**src/rtl/spi_mult_sequencer.sv**
```systemverilog
// Transaction sequencer for the SPI 4x4 multiplier peripheral.
// Receive operand, run multiplier with timeout, shift out product.
module spi_mult_sequencer #(
  parameter int OPW     = 8,
  parameter int RESW    = 8,
  parameter int TIMEOUT = 15
) (
  input  logic       clk,
  input  logic       reset,
  input  logic       sclk_posedge,
  input  logic       cs,
  input  logic       mult_done,
  output logic [1:0] mode,
  output logic       mult_start,
  output logic       miso_en,
  output logic       busy,
  output logic       err,
  output logic       xfer_done
);

  localparam int MAXW = (OPW > RESW) ? OPW : RESW;
  localparam int CW   = $clog2(MAXW + 1);
  localparam int TW   = $clog2(TIMEOUT + 1);

  localparam logic [1:0] M_HOLD  = 2'b00;
  localparam logic [1:0] M_SHIFT = 2'b01;
  localparam logic [1:0] M_LOAD  = 2'b10;

  typedef enum logic [2:0] {
    IDLE, RECV, START, WAIT,
    LOAD, SEND, DONE, ERR
  } state_t;

  state_t        st, nx;
  logic [CW-1:0] cnt, cnt_nx;
  logic [TW-1:0] tmr, tmr_nx;

  always_comb begin
    nx     = st;
    cnt_nx = cnt;
    tmr_nx = tmr;
    if (st != IDLE && cs) begin
      // cs rising beats every other event
      nx     = IDLE;
      cnt_nx = '0;
      tmr_nx = '0;
    end else begin
      unique case (st)
        IDLE: begin
          cnt_nx = '0;
          tmr_nx = '0;
          if (!cs) nx = RECV;
        end
        RECV: begin
          if (sclk_posedge) begin
            if (cnt == CW'(OPW - 1)) begin
              nx     = START;
              cnt_nx = '0;
            end else begin
              cnt_nx = cnt + CW'(1);
            end
          end
        end
        START: begin
          nx     = WAIT;
          tmr_nx = '0;
        end
        WAIT: begin
          if (mult_done) begin
            nx     = LOAD;
            tmr_nx = '0;
          end else if (tmr == TW'(TIMEOUT)) begin
            nx     = ERR;
            tmr_nx = '0;
          end else begin
            tmr_nx = tmr + TW'(1);
          end
        end
        LOAD: begin
          nx     = SEND;
          cnt_nx = '0;
        end
        SEND: begin
          if (sclk_posedge) begin
            if (cnt == CW'(RESW - 1)) begin
              nx     = DONE;
              cnt_nx = '0;
            end else begin
              cnt_nx = cnt + CW'(1);
            end
          end
        end
        DONE: nx = DONE;
        ERR:  nx = ERR;
      endcase
    end
  end

  // outputs registered from the next state so they track st exactly
  always_ff @(posedge clk) begin
    if (reset) begin
      st         <= IDLE;
      cnt        <= '0;
      tmr        <= '0;
      mode       <= M_HOLD;
      mult_start <= 1'b0;
      miso_en    <= 1'b0;
      busy       <= 1'b0;
      err        <= 1'b0;
      xfer_done  <= 1'b0;
    end else begin
      st         <= nx;
      cnt        <= cnt_nx;
      tmr        <= tmr_nx;
      mode       <= (nx == RECV || nx == SEND) ? M_SHIFT :
                    (nx == LOAD) ? M_LOAD : M_HOLD;
      mult_start <= (nx == START);
      miso_en    <= (nx == SEND);
      busy       <= (nx != IDLE);
      err        <= (nx == ERR);
      xfer_done  <= (nx == DONE) && (st != DONE);
    end
  end

endmodule

```
**config.mk**
```make
export PLATFORM = sky130hd
export DESIGN_NAME = spi_mult_sequencer
export DESIGN_NICKNAME = d
export VERILOG_FILES = /design/src/rtl/spi_mult_sequencer.sv
export SDC_FILE = /design/constraint.sdc
export NUM_CORES = 1
export LEC_CHECK = 0
export CAP_MARGIN = 20
export CELL_PAD_IN_SITES_DETAIL_PLACEMENT = 1
export CELL_PAD_IN_SITES_GLOBAL_PLACEMENT = 2
export CORE_AREA = 2 2 54 56
export DETAILED_ROUTE_END_ITERATION = 7
export DIE_AREA = 0 0 56 58
export PLACE_DENSITY_LB_ADDON = 0.1
export SETUP_SLACK_MARGIN = 0.3
export SLEW_MARGIN = 20
export SYNTH_ARGS = -nofsm -noshare
export SYNTH_HDL_FRONTEND = slang
export SYNTH_SLANG_ARGS = --single-unit
```
**constraint.sdc**
```tcl
create_clock -name clk -period 1.25 [get_ports clk]
set_input_delay 0.125 -clock clk [delete_from_list [all_inputs] [get_ports clk]]
set_output_delay 0.125 -clock clk [all_outputs]
set_load 0.01 [all_outputs]
```
* Word-level counts from Yosys, hierarchy flattened
Index checks and enable logic that the tools add are counted.
Storage, ports and cells: flip-flop bits (word level) 18, output and inout bits 7, input bits 5
Operators by class: reductions and logical operators 14, muxes and demuxes 17, $add $sub $neg 2, equality and inequality tests 17
Operator list (count):
- equality test 3 bit, second input constant | 8
- 2-to-1 mux 3 bit | 8
- case mux 3 bit (8 select lines) | 1
- 2-to-1 mux 4 bit | 4
- case mux 4 bit (2 select lines) | 2
- OR reduction 2 bit | 5
- equality test 3 x 2 -> 1 bit, second input constant | 3
- adder 4 x 1 -> 4 bit, second input constant | 2
- equality test 3 x 1 -> 1 bit, second input constant | 2
- nonzero test 3 bit | 2
- equality test 4 x 3 -> 1 bit, second input constant | 1
- equality test 4 bit, second input constant | 1
- nonzero test 2 bit | 2
- logical NOT 3 bit | 1
- != test 3 bit, second input constant | 1
- logical AND 1 bit | 2
- 2-to-1 mux 2 bit | 1
- != test 2 x 1 -> 1 bit, second input constant | 1
- AND reduction 2 bit | 1
- logical OR 1 bit | 1
- 2-to-1 mux 1 bit | 1

* Longest topological paths before layout
Gate-level depths: netlist of run 1.
depth in word-level cells 8, mapped depth 5, depth with buffers taken out 4

* Worst setup path after synthesis of run 1
No wires, ideal clock.
path kind reg-to-reg, start point reg cnt[0], end point reg cnt[2], setup slack 108 ps, period minus slack after synthesis 1142 ps, stages on the path, launching flop included 5, data arrival time 1072 ps, path buffers 0, cell sequence dfxtp_1 -> ha_1 -> nand2_1 -> or3b_1 -> a21oi_1
Between the ends: cells in the longest elaborated chain, start to end 4, elaborated cells between the ends (all ways) 5, classes of those cells 1 x add/sub; 1 x eq/ne; 3 x mux
Ends and longest elaborated chain:
- start: declaration | line 35 | logic [CW-1:0] cnt, cnt_nx;
- start signal: assignment | line 113 | cnt <= cnt_nx;
- adder 4 x 1 -> 4 bit / equality test 4 x 3 -> 1 bit (equally long branches)
- 2-to-1 mux 4 bit * | line 56, 85
- 2-to-1 mux 4 bit * | line 55 | if (sclk_posedge) begin
- case mux 4 bit (2 select lines) * | line 48 | unique case (st)
Every way passes the cells marked *; elsewhere a longest branch is shown, timed or not. The select of a mux whose other input is x is not followed. A chain may end at the register's enable or synchronous reset.

* Worst setup path in the final report of run 1
start point reg st[1], end point reg cnt[2]
Between the ends: cells in the longest elaborated chain, start to end 4, elaborated cells between the ends (all ways) 13, classes of those cells 4 x eq/ne; 1 x mux; 8 x reduce/logical
Ends and longest elaborated chain:
- start: declaration | line 34 | state_t st, nx;
- start signal: assignment | line 112 | st <= nx;
- equality test 3 bit (tied with other cells) | line 48
- OR reduction 2 bit (no source line)
- != test 2 x 1 -> 1 bit (no source line) / nonzero test 2 bit (equally long branches)
- AND reduction 2 bit (no source line)
Parallel ways exist; a longest one is shown, timed or not.

==> flow_metrics.tcl, run 1 <==
set metrics [dict create \
    fmax_mhz 843.9 \
    vias 752 \
    syn-instance-count 85 \
    status "complete, no violations" \
    grt_first_pass_wirelength_mm 3.622 \
    cts_buffer_depth 2 \
    ios 12 \
    setup_viol 0 \
    cts_sinks 18 \
    yosys.area.top_type_share_pct 46.08 \
    synth.area.top_cells "dfxtp_1 (46%), a21oi_1 (5.8%), o21ai_0 (5.1%)" \
    clk_latency_ns 0.30 \
    synthDistinctLibCells 34 \
    io_buffers 11 \
    grt_pass1_vias 794 \
    synth.largest_area_cell "dfxtp_1" \
    crit_family "simple AND/OR/NAND/NOR gates" \
    p_per_area_nw_per_um2 855.2 \
    wl_mm 2.164 \
    synth-main-ff-cell "dfxtp_1" \
    core-area_sq_um 2663 \
    critPathSlowestCell "dfxtp_4" \
    drt_first_pass_iters 4 \
    root_buffer "clkbuf_4" \
    critical_path_class "reg -> reg" \
    cap_violations 0 \
    drtAntennaViolNets 0 \
    die_area_sq_um 3248 \
    ir_drop_mv 0.4190 \
    drtIter0Drc 6 \
    dp_hpwl_mm 1.475 \
    drive_gt1_share_pct 56.41 \
    ys_seq_area_share_pct 46.08 \
    crit_path_max_incr_delay_ns 0.38 \
    die_x_um 56 \
    overflow 0 \
    post-route-period-util_pct 94.80 \
    power_w 0.001068 \
    layout_setup_ws_ns 0.06506 \
    clk_pin_slew_ns 0.11 \
    pre_cts_slack_ns -0.2100 \
    maxSlewViolCount 0 \
    finalWeightedCongestion 0.7014 \
    rsz0062_at_grt "true" \
    hold_class "in -> reg" \
    synthArstFlopShare_pct 0 \
    nNetsFinal 125 \
    p_leak_nw 0.4480 \
    crit_fanout 6 \
    antenna_found_initial 0 \
    path_cells "and2b_4 > or3b_1 > a21oi_2" \
    yosysWarnings 0 \
    htree_levels 1 \
    syn_to_final_growth_pct 59.68 \
    crit_path_start_kind "flop" \
    grtUsageTotal_pct 14.53 \
    start_util_pct 29.37 \
    wl_per_cell_um 14.62 \
    die_height_um 58 \
    crit_buf_inv 0 \
    syn_area_per_cell_sq_um 9.200 \
    cts_buffers 3 \
    tightestPinTransition_ns 0.2832 \
    critical_path_required_ns 1.49 \
    hold_viol 0 \
    syn_nets 92 \
    synth_area_sq_um 782.0 \
    clock_skew_ns 0.002667 \
    ys_ff_latch 18 \
    layout_min_cycle_time_ns 1.185 \
    end_kind "flop" \
    drc 0 \
    synth_edf_count 0 \
    grt_max_degree 11 \
    cp.arrival_ns 1.43 \
    cts_tree "done" \
    row_count 19 \
    worst_slew_margin_rel_pct 80.98 \
    n_antenna_cell 0 \
    vias_per_cell 5.081 \
]
==> power by group <==
group	internal [W]	leakage (nW)	switching, W
logic	0.0000611	0.276	0.0000501
registers	0.000571	0.151	0.00000695
clock network	0.000177	0.0210	0.000201
==> state kept, by name, indices dropped and copies added (netlist names) <==
signal and flops:
err 1, cnt 4, st 3, busy 1
xfer_done 1, mode 2, mult_start 1, tmr 4
miso_en 1
==> Yosys cell counts, types with 2 or more instances <==
| master | count |
|---|---|
| a21oi_1 | 9 |
| buf_2 | 3 |
| dfxtp_1 | 18 |
| ha_1 | 2 |
| inv_1 | 2 |
| nand2_1 | 4 |
| nand2b_1 | 2 |
| nand3_1 | 3 |
| nand3b_1 | 3 |
| nor2_1 | 3 |
| nor3_1 | 2 |
| nor4_1 | 3 |
| o21a_1 | 2 |
| o21ai_0 | 8 |
| o22ai_1 | 2 |
==> worst paths after layout <==
kind,to,slack [ns],cells past startpoint,from
setup reg to reg,cnt[2],0.07,3,st[1]
hold reg to reg,tmr[1],0.50,2,tmr[1]
hold / removal,busy,0.41,4,reset
setup / recovery,cnt[2],0.07,3,st[1]
==> worst reg2reg max path: stages, from the launching register on <==
cell     delay [ns]
dfxtp_4        0.38
and2b_4        0.27
or3b_1         0.37
a21oi_2        0.12
==> metrics by stage <==
step / area (sq um) / setup TNS (ns) / utilization (%) / hold slack (ns) / instances
2_1_floorplan: 823.3 / 0 / - / 0.2694 / 85
3_3_place_gp: 1056 / -0.7373 / 39.66 / 0.4807 / 138
3_5_place_dp: 1056 / -1.270 / 39.66 / 0.4891 / 138
4_1_cts: 1172 / 0 / 44.03 / 0.4187 / 147
5_1_grt: 1249 / 0 / 46.90 / 0.4105 / 148
6_report: 1249 / 0 / 46.90 / 0.4139 / 148
==> cell usage in the layout (no fill, tap or decap), types with 3 or more instances in the layout <==
cell,count
buf_4,18
dfxtp_1,11
buf_2,6
a21oi_2,5
dfxtp_4,5
a21oi_1,4
o21ai_0,4
nor4_2,3
o21ai_1,3
nand3b_1,3
clkbuf_4,3
clkdlybuf4s50_1,3
==> kinds of logic after synthesis <==
kind of cell,synth area share [%]
and+or+nand+nor,26.72
adders and majority gates,3.199
AOI/OAI and AO/OA,19.68
DFF,46.08
buffers and inverters,4.320
==> routing by layer <==
metal / vias to the layer above / share of wire, % / wire length, um / global-route usage [%]
met5: - / 0 / 0 / 0
met4: 0 / 0.83 / 18 / 6.122
met3: 2 / 2.8 / 60 / 2.902
met2: 7 / 52 / 1125 / 26.39
met1: 362 / 44 / 961 / 16.67
li1: 381 / - / - / -
==> final cells by class <==
| type | instances | area [sq um] |
|---|---|---|
| fillers | 309 | 1414 |
| multi-input cells | 60 | 529.3 |
| flip-flops and latches | 18 | 381.6 |
| repair buffers | 32 | 251.5 |
| well taps | 31 | 38.79 |
| clock buffers | 4 | 36.28 |
| inverters | 3 | 11.26 |
==> timing repair <==
item                                    in CTS  in global routing
resized for setup                           44                 18
hold buffers                                 0                  0
pin swaps                                    8                  3
endpoints found under the setup margin      24                 18
buffers inserted                             5                  1
Power figures use the tool's default switching activity.
==> inputs of run 2 (changes only) <==
- CAP_MARGIN: 20 -> 10
==> results of run 2 <==
No change in the layout: final DEF, timing and power equal those of run 1.
